<file path="src/rtl/dac_pkg.sv">
// Shared types and helpers for the DAC pattern generator.
// Mode encoding and offset-binary conversion used by all channel generators.
package dac_pkg;

   localparam int MAX_DW = 64;

   typedef enum logic [1:0] {
      MODE_CONST  = 2'd0,
      MODE_RAMP   = 2'd1,
      MODE_SQUARE = 2'd2,
      MODE_OFF    = 2'd3
   } mode_e;

   // Midscale code (only the MSB set) for a dw-bit converter, dw <= MAX_DW.
   function automatic logic [MAX_DW-1:0] midscale(input int dw);
      return MAX_DW'(1) << (dw - 1);
   endfunction

   // Two's complement to offset binary is a plain MSB inversion.
   function automatic logic [MAX_DW-1:0] to_offset_binary(input logic [MAX_DW-1:0] sample,
                                                          input int                dw);
      return sample ^ midscale(dw);
   endfunction

endpackage

</file>
<file path="src/rtl/dac_ch_gen.sv">
// One DAC channel: active configuration plus ramp/square running state.
// load copies a committed config in; advance steps the pattern after the channel's slot.
module dac_ch_gen
   import dac_pkg::*;
#(
   parameter int DW = 16,
   parameter int PW = 16
) (
   input  logic          clk_in,
   input  logic          rst_n_in,
   input  logic          load,
   input  logic          advance,
   input  mode_e         cfg_mode,
   input  logic [DW-1:0] cfg_value,
   input  logic [DW-1:0] cfg_step,
   input  logic [PW-1:0] cfg_period,
   output logic [DW-1:0] sample
);

   mode_e         mode;
   logic [DW-1:0] value;
   logic [DW-1:0] step;
   logic [DW-1:0] acc;
   logic [PW-1:0] period;
   logic [PW-1:0] half_cnt;
   logic [PW-1:0] half_last;
   logic          phase;

   // A zero half-period behaves like one frame.
   always_comb begin
      half_last = (period == '0) ? '0 : period - PW'(1);
   end

   // NOTE: state registers use non-blocking assignments so every flop samples pre-edge values.
   always_ff @(posedge clk_in) begin
      if (!rst_n_in) begin
         mode     <= MODE_OFF;
         value    <= '0;
         step     <= '0;
         period   <= PW'(1);
         acc      <= '0;
         half_cnt <= '0;
         phase    <= 1'b1;
      end else if (load) begin
         mode     <= cfg_mode;
         value    <= cfg_value;
         step     <= cfg_step;
         period   <= cfg_period;
         acc      <= cfg_value;
         half_cnt <= '0;
         phase    <= 1'b1;
      end else if (advance) begin
         if (mode == MODE_RAMP) begin
            acc <= acc + step;
         end
         if (mode == MODE_SQUARE) begin
            if (half_cnt >= half_last) begin
               half_cnt <= '0;
               phase    <= ~phase;
            end else begin
               half_cnt <= half_cnt + PW'(1);
            end
         end
      end
   end

   // NOTE: default assigned first so no path through the case can infer a latch.
   always_comb begin
      sample = '0;
      case (mode)
         MODE_CONST:  sample = value;
         MODE_RAMP:   sample = acc;
         MODE_SQUARE: sample = phase ? value : step;
         default:     sample = '0;
      endcase
   end

endmodule

</file>
<file path="src/rtl/dac_pattern_gen.sv">
// Multi-channel DAC pattern generator and slot interleaver.
// Shadow config commits only at frame boundaries or while disabled, so channels never change mid-frame.
module dac_pattern_gen
   import dac_pkg::*;
#(
   parameter  int N_CH = 2,
   parameter  int DW   = 16,
   parameter  int PW   = 16,
   localparam int CW   = (N_CH > 1) ? $clog2(N_CH) : 1
) (
   input  logic          clk_in,
   input  logic          rst_n_in,
   input  logic          enable,
   input  logic          cfg_we,
   input  logic [CW-1:0] cfg_ch,
   input  logic [1:0]    cfg_mode,
   input  logic [DW-1:0] cfg_value,
   input  logic [DW-1:0] cfg_step,
   input  logic [PW-1:0] cfg_period,
   output logic [DW-1:0] dac_data,
   output logic [CW-1:0] dac_sel,
   output logic          frame_start,
   output logic          cfg_pending
);

   localparam logic [DW-1:0] MIDSCALE = DW'(midscale(DW));

   logic [CW-1:0]   slot;
   logic            last_slot;
   logic            commit;
   logic [N_CH-1:0] pending;
   logic [N_CH-1:0] pending_next;
   logic [N_CH-1:0] write_mask;
   logic [N_CH-1:0] load_mask;
   logic [N_CH-1:0] advance_mask;
   logic [DW-1:0]   ob_sample;

   mode_e           shadow_mode   [N_CH];
   logic [DW-1:0]   shadow_value  [N_CH];
   logic [DW-1:0]   shadow_step   [N_CH];
   logic [PW-1:0]   shadow_period [N_CH];
   logic [DW-1:0]   samples       [N_CH];

   // Commit reads the registered shadow, so a write on the commit cycle waits for the next one.
   always_comb begin
      last_slot    = (slot == CW'(N_CH - 1));
      commit       = !enable || last_slot;
      write_mask   = '0;
      load_mask    = '0;
      advance_mask = '0;
      for (int c = 0; c < N_CH; c++) begin
         write_mask[c]   = cfg_we && (cfg_ch == CW'(c));
         load_mask[c]    = commit && pending[c];
         advance_mask[c] = enable && (slot == CW'(c));
      end
      pending_next = (pending & ~load_mask) | write_mask;
   end

   // NOTE: shadow arrays are ordinary flops, not RAM, so they take the synchronous reset too.
   always_ff @(posedge clk_in) begin
      if (!rst_n_in) begin
         for (int c = 0; c < N_CH; c++) begin
            shadow_mode[c]   <= MODE_OFF;
            shadow_value[c]  <= '0;
            shadow_step[c]   <= '0;
            shadow_period[c] <= PW'(1);
         end
      end else begin
         for (int c = 0; c < N_CH; c++) begin
            if (write_mask[c]) begin
               shadow_mode[c]   <= mode_e'(cfg_mode);
               shadow_value[c]  <= cfg_value;
               shadow_step[c]   <= cfg_step;
               shadow_period[c] <= cfg_period;
            end
         end
      end
   end

   for (genvar c = 0; c < N_CH; c++) begin : g_ch
      dac_ch_gen #(
         .DW (DW),
         .PW (PW)
      ) u_ch (
         .clk_in     (clk_in),
         .rst_n_in   (rst_n_in),
         .load       (load_mask[c]),
         .advance    (advance_mask[c]),
         .cfg_mode   (shadow_mode[c]),
         .cfg_value  (shadow_value[c]),
         .cfg_step   (shadow_step[c]),
         .cfg_period (shadow_period[c]),
         .sample     (samples[c])
      );
   end

   always_comb begin
      ob_sample = DW'(to_offset_binary(MAX_DW'(samples[slot]), DW));
   end

   always_ff @(posedge clk_in) begin
      if (!rst_n_in) begin
         slot        <= '0;
         pending     <= '0;
         cfg_pending <= 1'b0;
         dac_data    <= MIDSCALE;
         dac_sel     <= '0;
         frame_start <= 1'b0;
      end else begin
         pending     <= pending_next;
         cfg_pending <= |pending_next;
         if (enable) begin
            slot        <= last_slot ? '0 : slot + CW'(1);
            dac_data    <= ob_sample;
            dac_sel     <= slot;
            frame_start <= (slot == '0);
         end else begin
            slot        <= '0;
            dac_data    <= MIDSCALE;
            dac_sel     <= '0;
            frame_start <= 1'b0;
         end
      end
   end

endmodule

</file>
<file path="config.mk">
export PLATFORM = sky130hd
export DESIGN_NAME = dac_pattern_gen
export DESIGN_NICKNAME = d
export VERILOG_FILES = /design/src/rtl/dac_pkg.sv /design/src/rtl/dac_ch_gen.sv /design/src/rtl/dac_pattern_gen.sv
export SDC_FILE = /design/constraint.sdc
export NUM_CORES = 1
export LEC_CHECK = 0
export CAP_MARGIN = 20
export CORE_MARGIN = 2
export CORE_UTILIZATION = 40
export DETAILED_ROUTE_END_ITERATION = 8
export GPL_TIMING_DRIVEN = 0
export PLACE_DENSITY = 0.65
export SYNTH_ARGS = -nofsm -noshare
export SYNTH_HDL_FRONTEND = slang
export SYNTH_SLANG_ARGS = --single-unit
</file>
<file path="constraint.sdc">
create_clock -name clk_in -period 8.2 [get_ports clk_in]
set_clock_uncertainty 0.15 [all_clocks]
set_input_delay 1.64 -clock clk_in [delete_from_list [all_inputs] [get_ports clk_in]]
set_output_delay 1.64 -clock clk_in [all_outputs]
set_load 0.02 [all_outputs]
</file>
==> metrics.md, run 1 <==
| Metric | Value |
|---|---|
| Clk slew on worst S/H paths | `0.06 ns` |
| Status | `complete, no violations` |
| Fin. Hold Viols | `0` |
| Synth Area in Simple Gates | `about a fifth` |
| Avg WL per Cell | `between 15 and 20 microns` |
| Die W | `about 190 microns` |
| Relative slew slack | `a little under two fifths` |
| Clk_lat worst skew | `~0.56 ns` |
| Cts-stage hold buffer count | `0` |
| Vias in the first global route | `approximately 11000` |
| Clk sinks | `288` |
| Total global-route track usage | `between 20% and 30%` |
| Post-layout nets | `1720` |
| Mux cell area share after synthesis | `1.471%` |
| Syn Area/Cell | `9.155 sq um` |
| CTS tree | `built` |
| Worst setup path class | `flop to flop` |
| Mapped Cells | `1487` |
| Fmax achieved | `between 0.2 and 0.25 GHz` |
| Vias | `between 10000 and 15000` |
| Warnings, synthesis | `0` |
| Num ports | `74` |
| R2r endpoint | `g_ch[0].u_ch.half_cnt[5]$_SDFFE_PP0P_` |
| Reg2Reg Depth | `14` |
| Starting density of the core | `roughly 41%` |
| Most frequent cells in the layout | `351 x nand2_1, 188 x dfxtp_1, 168 x a21oi_1` |
| Sum Neg Setup Slack | `0 ns` |
| Yosys reg bits | `approximately 290` |
| H-Tree Depth | `1` |
| Crit share post-route | `between 50% and 60%` |
| CP Capture Type | `flop` |
| Share of layout cells above drive strength 1 | `approximately 3.8%` |
| Router iterations before antenna repair | `5` |
| Worst-case vdd ir drop | `156.5 uV` |
| Antenna Nets Post-Route | `0` |
| Pwr dens | `a little over 200 nW/um^2` |
| Yosys top cell area share | `between 20% and 30%` |
| Maximum Capacitance Violations | `0` |
| Critical Path RT | `roughly 8.5 ns` |
| Buffers on Ports | `72` |
| Synth top area cells | `dfxtp_1 28%, edfxtp_1 22%, nand2_1 9.7%` |
| Worst Hold Class | `flop to flop` |
| Main combinational cell family by area after synthesis | `simple AND/OR/NAND/NOR gates` |
| Global-route wire length before repair | `between 60 and 70 mm` |
| Setup Buffers After CTS | `0` |
| Crit Path Max Fanout | `10` |
| Hold EP | `g_ch[1].u_ch.value[8]$_SDFFE_PN0P_` |
| Post-Synth XOR/XNOR Area | `under 10%` |
| Slew Limit Fails | `0` |
| Setup violations, final | `0` |
| Starting DRT DRC Count | `~940` |
| Reg-to-reg critical path startpoint | `g_ch[0].u_ch.period[10]$_SDFFE_PN0P_` |
| Predominant post-synthesis flop cell | `dfxtp_1` |
| Compound-gate portion of the synthesized area | `approximately 15%` |
| Min-delay src | `g_ch[1].u_ch.value[8]$_SDFFE_PN0P_` |
| Syn_nets | `1612` |
| Antenna violations before repair | `0` |
| Pin count of the biggest net entering global routing | `29` |
| Async SR Flop Fraction | `0%` |
| Std cell rows | `67` |
| CTS Buf Count | `31` |
| Least-Margin Pin Slew | `0.9344 ns` |
| Seq/Total Area, Yosys | `between 40% and 50%` |
| Commonest non-fill, non-tap cell in the layout | `nand2_1` |
| Hold slack | `between 0.3 and 0.4 ns` |
| Clk buf depth | `3` |
| Die height | `188.5 microns` |
| Distinct cells, synth | `between 60 and 70` |
| Static Leakage | `6.096 nW` |
| Fin crit period | `roughly 4.5 ns` |
| DR DRC count | `0` |
| Worst Setup Slack post-DPL | `approximately 3.4 ns` |
| Core Box Area | `roughly 34000 sq um` |
| Post-CTS sizing | `0` |
| Startpoint Class | `flop` |
| WL final | `between 30 and 40 mm` |
| Crit path from | `g_ch[0].u_ch.period[10]$_SDFFE_PN0P_` |
| Mapped Area | `approximately 14000 sq um` |
| Die area | `35520 sq um` |
| Arr. time, crit path | `4.87 ns` |
| Core Util, Final | `approximately 48%` |
| Area delta synth->final | `17.01%` |
| Grt ovf | `0` |
| PnR worst setup slack | `3.673 ns` |
| Worst hold path depth | `2` |
| DPL Wire Length | `29.52 mm` |
| Unrepaired setup endpoints after global routing | `no` |
| Clock root cell | `clkbuf_16` |
| Power, Total | `approximately 0.0032 W` |
| Worst R2R Setup Slack | `3.67 ns` |
| Post-synth EDFFs | `100` |
| RePlAce Congestion | `a little over 0.9` |
| Synth area leader | `dfxtp_1` |
| Synth Area in Adders | `6.544%` |
| Via density per instance | `roughly 5.4` |
-- metal layers --
| layer | vias to the layer above | track usage, % | routed length, microns |
|---|---|---|---|
| met5 | - | 0 | 0 |
| met4 | 0 | 9.435 | 1642 |
| met3 | 86 | 2.868 | 2530 |
| met2 | 375 | 35.70 | 18140 |
| met1 | 5316 | 28.86 | 16970 |
| li1 | 5483 | - | - |
-- cells in the mapped netlist (5+ instances only) --
library cell  count
nand2_1         352
dfxtp_1         188
a21oi_1         168
edfxtp_1        100
clkbuf_1         69
ha_1             68
nor2_1           68
and3_1           58
xor2_1           44
o21ai_0          43
xnor2_1          30
nand3_1          24
a31oi_1          21
inv_1            20
mux2i_1          20
o22ai_1          17
a21o_1           16
a22oi_1          15
o22a_1           15
o211ai_1         12
nand2b_1         11
nor2b_1          11
nor3_1           11
buf_1            10
nand4_1           9
and2_1            7
nor4_1            7
a211oi_1          5
or2_2             5
-- power by group --
| part | leakage [nW] | internal (W) | switching, W |
|---|---|---|---|
| logic | 3.10 | 0.000111 | 0.000185 |
| clock network | 0.458 | 0.000752 | 0.000568 |
| registers | 2.54 | 0.00155 | 0.0000415 |
-- how the worst max path moves through the flow --
stage | endpoint | slack, ns
3_3_place_gp | shadow_step[0][11]$_DFFE_PP_ | -1.32
3_5_place_dp | shadow_step[1][10]$_DFFE_PP_ | 3.40
4_1_cts | g_ch[0].u_ch.half_cnt[5]$_SDFFE_PP0P_ | 3.61
6_report | g_ch[0].u_ch.half_cnt[5]$_SDFFE_PP0P_ | 3.67
5_1_grt | g_ch[0].u_ch.half_cnt[8]$_SDFFE_PP0P_ | 3.13
2_1_floorplan | shadow_mode[0][0]$_DFFE_PP_ | 2.09
-- critical path, stage by stage (launching register included) --
cell and delay, ns:
dfxtp_1 0.39, or4_1 0.63, nor4_1 0.38, nand4b_1 0.31, clkbuf_1 0.28, nand2_1 0.12, ha_1 0.24, a21oi_1 0.13
nor2_1 0.05, a211oi_1 0.21, o21ai_0 0.12, a211oi_1 0.61, o21ai_0 0.38, clkbuf_1 0.30, nor2_1 0.14
-- cell type report --
class | instances | area, sq um
timing repair buffer | 75 | 788.3
inverter | 21 | 78.83
tap | 448 | 560.5
buffer | 80 | 301.5
clock buffer | 43 | 850.8
fill | 3202 | 17600
multi-input combinational | 1098 | 6480
antenna | 1 | 2.502
sequential | 288 | 6766
clock inverter | 14 | 100.1
-- cell families after synthesis --
group                    Yosys count
AO/OA/AOI/OAI                    346
multiplexers                      20
adder cells (fa/ha/maj)           70
AND/OR/NAND/NOR                  588
XOR/XNOR                          74
flip-flops                       288
buffers and inverters            101
-- flip-flops by register name, indices dropped and copies added, names as in the netlist --
name,count
shadow_step,32
g_ch.u_ch.phase,2
g_ch.u_ch.half_cnt,32
dac_data,16
g_ch.u_ch.period,32
g_ch.u_ch.step,32
shadow_mode,4
g_ch.u_ch.acc,32
g_ch.u_ch.value,32
shadow_value,32
cfg_pending,1
dac_sel,1
g_ch.u_ch.mode,4
frame_start,1
pending,2
shadow_period,32
last_slot,1
-- through the flow --
| step | area (sq um) | cells |
|---|---|---|
| after floorplan | 13610 | 1487 |
| after global placement | 14890 | 2007 |
| after detailed placement | 14980 | 2010 |
| after CTS | 15930 | 2067 |
| after global routing | 15930 | 2067 |
| final | 15930 | 2068 |
No activity file was read; power rests on OpenSTA's default activity.
==> inputs of run 2 (changes only) <==
--- a/config.mk
+++ b/config.mk
@@ -10,7 +10,7 @@
 export CORE_UTILIZATION = 40
 export DETAILED_ROUTE_END_ITERATION = 8
 export GPL_TIMING_DRIVEN = 0
-export PLACE_DENSITY = 0.65
+export PLACE_DENSITY = 0.67
 export SYNTH_ARGS = -nofsm -noshare
 export SYNTH_HDL_FRONTEND = slang
 export SYNTH_SLANG_ARGS = --single-unit
==> constraint.sdc (replaced) <==
create_clock -name clk_in -period 3.7 [get_ports clk_in]
set_clock_uncertainty 0.15 [all_clocks]
set_input_delay 0.74 -clock clk_in [delete_from_list [all_inputs] [get_ports clk_in]]
set_output_delay 0.74 -clock clk_in [all_outputs]
set_load 0.02 [all_outputs]
==> run 2 against run 1 <==
Effect of this change: first-iteration DRC count is 1.6% lower; die area stayed put; critical endpoint is now g_ch[0].u_ch.half_cnt[7]$_SDFFE_PP0P_; worst setup slack worse by 3.6 ns; clock power is 140% higher; sequential cell count stayed put; critical path depth is 1 higher; count of clock-buffer cells in the layout is 1 lower; combinational power is 140% higher; register-to-register slack worse by 3.6 ns; core utilization is 1.1 points higher; via count is 1.1% higher; maximum frequency is 25% higher.
==> metrics.md, run 2 (synthesis gave the netlist of run 1 again) <==
| Metric | Value |
|---|---|
| Status | `complete, no violations` |
| Antenna violations before repair | `1 (+1)` |
| Commonest non-fill, non-tap cell in the layout | `nand2_1` |
| Static Leakage | `6.254 nW (+2.6%)` |
| PnR worst setup slack | `0.08028 ns (-3.592 ns)` |
| Starting density of the core | `40.60% (unchanged)` |
| CTS tree | `built` |
| H-Tree Depth | `1 (unchanged)` |
| Post-layout nets | `1729 (+0.52%)` |
| Sw frac | `24.65% (-0.10 points)` |
| Clk slew on worst S/H paths | `0.06 ns (about the same)` |
| Starting DRT DRC Count | `922 (-1.6%)` |
| Vias in the first global route | `11020 (+2.4%)` |
| Clk buf depth | `3 (unchanged)` |
| Clock root cell | `clkbuf_16` |
| Grt ovf | `0 (unchanged)` |
| Die W | `188.5 microns (unchanged)` |
| Pin count of the biggest net entering global routing | `31 (+6.9%)` |
| Arr. time, crit path | `3.97 ns (-0.90 ns)` |
| Worst Setup Slack post-DPL | `-0.5424 ns (-3.947 ns)` |
| Total global-route track usage | `22.16% (+0.39 points)` |
| CTS Buf Count | `30 (-3.2%)` |
| Sw power | `0.001827 W (+130%)` |
| Router iterations before antenna repair | `5 (unchanged)` |
| Buffers on Ports | `72 (unchanged)` |
| Worst setup path class | `flop to flop` |
| Worst R2R Setup Slack | `0.08 ns (-3.59 ns)` |
| Most frequent cells in the layout | `349 x nand2_1, 185 x dfxtp_1, 166 x a21oi_1` |
| Critical Path RT | `4.05 ns (-4.49 ns)` |
| Die area | `35520 sq um (unchanged)` |
| Maximum Capacitance Violations | `0 (unchanged)` |
| Core Box Area | `33530 sq um (unchanged)` |
| Post-route cell area | `16300 sq um (+2.3%)` |
| Placed cell areas | `14990 sq um (about the same)` |
| Setup violations, final | `0 (unchanged)` |
| Share of layout cells above drive strength 1 | `6.941% (+3.1 points)` |
| Crit share post-route | `97.83% (+43 points)` |
| Global-route wire length before repair | `61.41 mm (+2.0%)` |
| # fillers | `3113 (-2.8%)` |
| Clk_lat worst skew | `0.56 ns (about the same)` |
| Unrepaired setup endpoints after global routing | `yes` |
| Fin. Hold Viols | `0 (unchanged)` |
| Slew Limit Fails | `0 (unchanged)` |
| P_int | `0.005586 W (+130%)` |
| Cts-stage hold buffer count | `0 (unchanged)` |
| Pwr dens | `454.7 nW/um^2 (+130%)` |
| Startpoint Class | `flop` |
| Antenna Nets Post-Route | `0 (unchanged)` |
| Die height | `188.5 microns (unchanged)` |
| Fin crit period | `3.620 ns (-0.9077 ns)` |
| Crit Path Max Fanout | `10 (unchanged)` |
| Vias | `11390 (+1.1%)` |
| Area delta synth->final | `19.76%` |
| Clock network power share | `42.5% (+1.4 points)` |
| Clk sinks | `288 (unchanged)` |
| Least-Margin Pin Slew | `0.9086 ns (-0.02582 ns)` |
| WL final | `39.93 mm (+1.7%)` |
| Sum Neg Setup Slack | `0 ns (unchanged)` |
| RePlAce Congestion | `0.9492 (+3.2%)` |
| CP Capture Type | `flop` |
| Combinational Power Share | `9.8% (+0.6 points)` |
| Worst-case vdd ir drop | `416.5 uV (+170%)` |
| Fmax achieved | `0.2763 GHz (+25%)` |
| Via density per instance | `5.482 (+0.68%)` |
| DPL Wire Length | `29.26 mm (-0.88%)` |
| Avg WL per Cell | `19.23 microns (+1.2%)` |
| Relative slew slack | `39.30% (+1.7 points)` |
| Hold slack | `0.3075 ns (+0.001993 ns)` |
| Std cell rows | `67 (unchanged)` |
| Flop pwr share | `47.7% (-2.0 points)` |
| Worst Hold Class | `flop to flop` |
| DR DRC count | `0 (unchanged)` |
| Num ports | `74 (unchanged)` |
run 2: worst max-delay path, cell delays in order (launching register included):
cell,delay [ns]
dfxtp_4,0.36
or3_4,0.39
or3_4,0.34
or4_4,0.49
nor4_4,0.16
xor2_1,0.18
nand2_1,0.12
ha_4,0.25
nand2_4,0.06
nor2_2,0.05
a211oi_4,0.21
o21ai_2,0.09
a211oi_4,0.29
o21ai_4,0.14
buf_8,0.18
nor2_1,0.11
run 2: worst paths after layout:
path                                       start                                    end  cells after the start
max          g_ch[0].u_ch.period[2]$_SDFFE_PN0P_  g_ch[0].u_ch.half_cnt[7]$_SDFFE_PP0P_                     15
min           g_ch[1].u_ch.value[0]$_SDFFE_PN0P_     g_ch[1].u_ch.value[0]$_SDFFE_PN0P_                      2
max reg2reg  g_ch[0].u_ch.period[2]$_SDFFE_PN0P_  g_ch[0].u_ch.half_cnt[7]$_SDFFE_PP0P_                     15
min reg2reg   g_ch[1].u_ch.value[0]$_SDFFE_PN0P_     g_ch[1].u_ch.value[0]$_SDFFE_PN0P_                      2
run 2: area by class of cell:
| class | instances | area (sq um) | share of cell area, % |
|---|---|---|---|
| antenna | 1 | 2.502 | 0.01535 |
| buffer | 80 | 321.6 | 1.972 |
| clock buffer | 42 | 869.6 | 5.334 |
| clock inverter | 14 | 157.7 | 0.9670 |
| inverter | 21 | 78.83 | 0.4835 |
| multi-input combinational | 1098 | 6661 | 40.86 |
| sequential | 288 | 6773 | 41.54 |
| tap | 448 | 560.5 | 3.438 |
| timing repair buffer | 85 | 878.3 | 5.388 |
run 2: metrics by stage:
stage | std cells | total power [W] | util [%]
CTS | 2071 | 0.007403 | 48.10
global placement | 2007 | 0.004229 | 44.44
global route | 2077 | 0.007658 | 48.62
floorplan | 1487 | 0.003975 | -
finish | 2077 | 0.007413 | 48.62
detailed placement | 2010 | 0.004253 | 44.70
run 2: what timing repair did:
item,CTS,global route
buffers inserted,5,6
resized for setup,21,37
endpoints found under the setup margin,33,32
pin swaps,4,7
run 2: power by group through the flow:
| stage | Sequential [W] | Clock (W) | Combinational, W |
|---|---|---|---|
| floorplan | 0.00357 | 0 | 0.000408 |
| global placement | 0.00360 | 0 | 0.000625 |
| detailed placement | 0.00360 | 0 | 0.000650 |
| CTS | 0.00354 | 0.00319 | 0.000681 |
| global route | 0.00355 | 0.00332 | 0.000790 |
| finish | 0.00354 | 0.00315 | 0.000723 |
run 2: metal layers:
metal / track usage (%) / routed length (microns) / vias to the layer above
met5: 0 / 0 / -
met4: 10.91 / 1999 / 0
met3: 3.390 / 2807 / 106
met2: 35.85 / 18180 / 425
met1: 28.99 / 16950 / 5360
li1: - / - / 5495
==> inputs of run 3 (changes only) <==
--- a/config.mk
+++ b/config.mk
@@ -6,11 +6,14 @@
 export NUM_CORES = 1
 export LEC_CHECK = 0
 export CAP_MARGIN = 20
+export CORE_ASPECT_RATIO = 1.1
 export CORE_MARGIN = 2
 export CORE_UTILIZATION = 40
 export DETAILED_ROUTE_END_ITERATION = 8
+export DONT_BUFFER_PORTS = 1
 export GPL_TIMING_DRIVEN = 0
-export PLACE_DENSITY = 0.67
+export PLACE_DENSITY = 0.64
+export SLEW_MARGIN = 30
 export SYNTH_ARGS = -nofsm -noshare
 export SYNTH_HDL_FRONTEND = slang
 export SYNTH_SLANG_ARGS = --single-unit
==> run 3 against run 2 <==
Effect of this change: wire length rose by 2.7%; clock power up 5%; die area barely moved; sequential cell count unchanged; critical path depth rose by 1; sequential power hardly changed; register-to-register slack worse by 0.03 ns; sequential share of layout area up 1.4 points; critical path type unchanged; largest power group unchanged.
==> metrics.md, run 3 (synthesis gave the netlist of run 1 again) <==
| Metric | Value |
|---|---|
| CTS tree | `built` |
| Reg2Reg Depth | `16 (+1)` |
| Starting DRT DRC Count | `917 (-0.54%)` |
| Clk_lat worst skew | `0.52 ns (-0.04 ns)` |
| Worst Hold Class | `input pin to flop` |
| Clk buf depth | `3 (unchanged)` |
| DPL Wire Length | `29.95 mm (+2.3%)` |
| Crit share post-route | `98.72% (+0.89 points)` |
| Startpoint Class | `flop` |
| Sum Neg Setup Slack | `0 ns (unchanged)` |
| RePlAce Congestion | `0.9364 (-1.3%)` |
| DR DRC count | `0 (unchanged)` |
| Core Box Area | `33370 sq um (-0.49%)` |
| Num ports | `74 (unchanged)` |
| Commonest non-fill, non-tap cell in the layout | `nand2_1` |
| Worst R2R Setup Slack | `0.05 ns (-0.03 ns)` |
| Worst-case vdd ir drop | `293.0 uV (-30%)` |
| Std cell rows | `70 (+4.5%)` |
| Sw power | `0.001885 W (+3.2%)` |
| Die height | `197.5 microns (+4.8%)` |
| Starting density of the core | `40.79% (+0.20 points)` |
| Most frequent cells in the layout | `349 x nand2_1, 184 x dfxtp_1, 164 x a21oi_1` |
| Router iterations before antenna repair | `5 (unchanged)` |
| Maximum Capacitance Violations | `0 (unchanged)` |
| WL final | `40.99 mm (+2.7%)` |
| Status | `complete, no violations` |
| H-Tree Depth | `2 (+1)` |
| Antenna violations before repair | `2 (+1)` |
| Global-route wire length before repair | `61.73 mm (+0.53%)` |
| Total global-route track usage | `22.53% (+0.37 points)` |
| Clock root cell | `clkbuf_16` |
| Least-Margin Pin Slew | `0.9389 ns (+0.03031 ns)` |
| Flip-flop and latch area | `6777 sq um (about the same)` |
| Area delta synth->final | `15.88%` |
| Slew Limit Fails | `0 (unchanged)` |
| Sw frac | `24.97% (+0.33 points)` |
| Grt ovf | `0 (unchanged)` |
| Clk sinks | `288 (unchanged)` |
| P_int | `0.005662 W (+1.4%)` |
| Relative slew slack | `37.41% (-1.9 points)` |
| Critical Path RT | `4.01 ns (-0.04 ns)` |
| Via density per instance | `5.635 (+2.8%)` |
| Clk slew on worst S/H paths | `0.06 ns (about the same)` |
| Buffers on Ports | `0 (-100%)` |
| Fin crit period | `3.653 ns (+0.03306 ns)` |
| Avg WL per Cell | `20.50 microns (+6.6%)` |
| Arr. time, crit path | `3.96 ns (about the same)` |
| Fmax achieved | `0.2738 GHz (-0.91%)` |
| Unrepaired setup endpoints after global routing | `yes` |
| CP Capture Type | `flop` |
| Die W | `179.9 microns (-4.6%)` |
| Crit Path Max Fanout | `4 (-6)` |
| Combinational Power Share | `9.0% (-0.8 points)` |
| CTS Buf Count | `34 (+13%)` |
| Fin. Hold Viols | `0 (unchanged)` |
| Worst setup path class | `flop to flop` |
| Pin count of the biggest net entering global routing | `34 (+9.7%)` |
| Antenna Nets Post-Route | `0 (unchanged)` |
| Core Util, Final | `47.27% (-1.3 points)` |
| Clock network power share | `44.1% (+1.6 points)` |
| # fillers | `3119 (+0.19%)` |
| Vias in the first global route | `10800 (-2.0%)` |
| Area of the multi-input gates | `6729 sq um (+1.0%)` |
| Share of layout cells above drive strength 1 | `8.615% (+1.7 points)` |
| Static Leakage | `6.041 nW (-3.4%)` |
| Flop pwr share | `46.9% (-0.8 points)` |
| Worst hold path depth | `1 (-1)` |
| Post-layout nets | `1667 (-3.6%)` |
| Die area | `35530 sq um (about the same)` |
| Setup violations, final | `0 (unchanged)` |
| Pwr dens | `478.4 nW/um^2 (+5.2%)` |
| Vias | `11270 (-1.0%)` |
## run 3: layout make-up
cell class                      instances  area share [%]
Sequential cell                       288           42.96
Multi-Input combinational cell       1098           42.66
Buffer                                 80           2.086
Inverter                               21          0.4997
Clock inverter                         19           1.174
Clock buffer                           42           5.782
Antenna cell                            1         0.01586
Tap cell                              432           3.426
Timing Repair Buffer                   19           1.404
## run 3: stage by stage
stage	area, sq um	hold WS [ns]	total power [W]	setup slack, ns	std cells
after CTS	15510	0.2110	0.007535	0.008856	1990
after global routing	15770	0.2404	0.007791	-0.08357	1999
after detailed placement	14270	0.2981	0.004197	-0.8356	1923
after floorplan	13620	0.2833	0.003975	0.05371	1487
final	15780	0.2301	0.007547	0.04722	2000
after global placement	14160	0.2933	0.004174	-1.207	1919
## run 3: path summary, 6_finish.rpt
| kind | to | start |
|---|---|---|
| min | pending[0]$_SDFF_PN0_ | cfg_ch |
| max reg2reg | g_ch[0].u_ch.phase$_SDFFE_PP1P_ | g_ch[0].u_ch.period[3]$_SDFFE_PN0P_ |
| max | g_ch[0].u_ch.phase$_SDFFE_PP1P_ | g_ch[0].u_ch.period[3]$_SDFFE_PN0P_ |
| min reg2reg | g_ch[1].u_ch.value[4]$_SDFFE_PN0P_ | g_ch[1].u_ch.value[4]$_SDFFE_PN0P_ |
## run 3: power groups by stage
stage          Sequential, W  Clock (W)  Combinational [W]
2_1_floorplan        0.00357          0           0.000408
3_3_place_gp         0.00361          0           0.000568
6_report             0.00354    0.00332           0.000681
4_1_cts              0.00354    0.00337           0.000630
5_1_grt              0.00355    0.00350           0.000740
3_5_place_dp         0.00360          0           0.000595
## run 3: repair_timing
item / in CTS / in global routing
hold buffers: 0 / 0
gates resized for setup: 23 / 57
setup buffers: 5 / 9
gates cloned: 1 / 1
endpoints found under the setup margin: 34 / 32
pin swaps: 4 / 22
## run 3: critical path, stage by stage (launching register included)
cell      delay [ns]
dfxtp_1         0.36
or3_4           0.40
or3_4           0.35
or4_4           0.49
nor4_4          0.16
xor2_1          0.17
nand2_1         0.11
ha_4            0.31
nand2_4         0.06
nor2_4          0.11
a211oi_2        0.05
o21ai_1         0.15
a211oi_2        0.05
buf_4           0.17
buf_6           0.13
or3_1           0.30
nand3_1         0.09
## run 3: per-layer routing
metal	up-vias	part of all wire, %	track usage, %	routed length [microns]
met1	5332	41	28.74	16970
li1	5362	-	-	-
met2	456	46	36.75	18690
met5	-	0.034	0	14
met3	118	7.9	4.259	3258
met4	2	5.0	11.14	2055
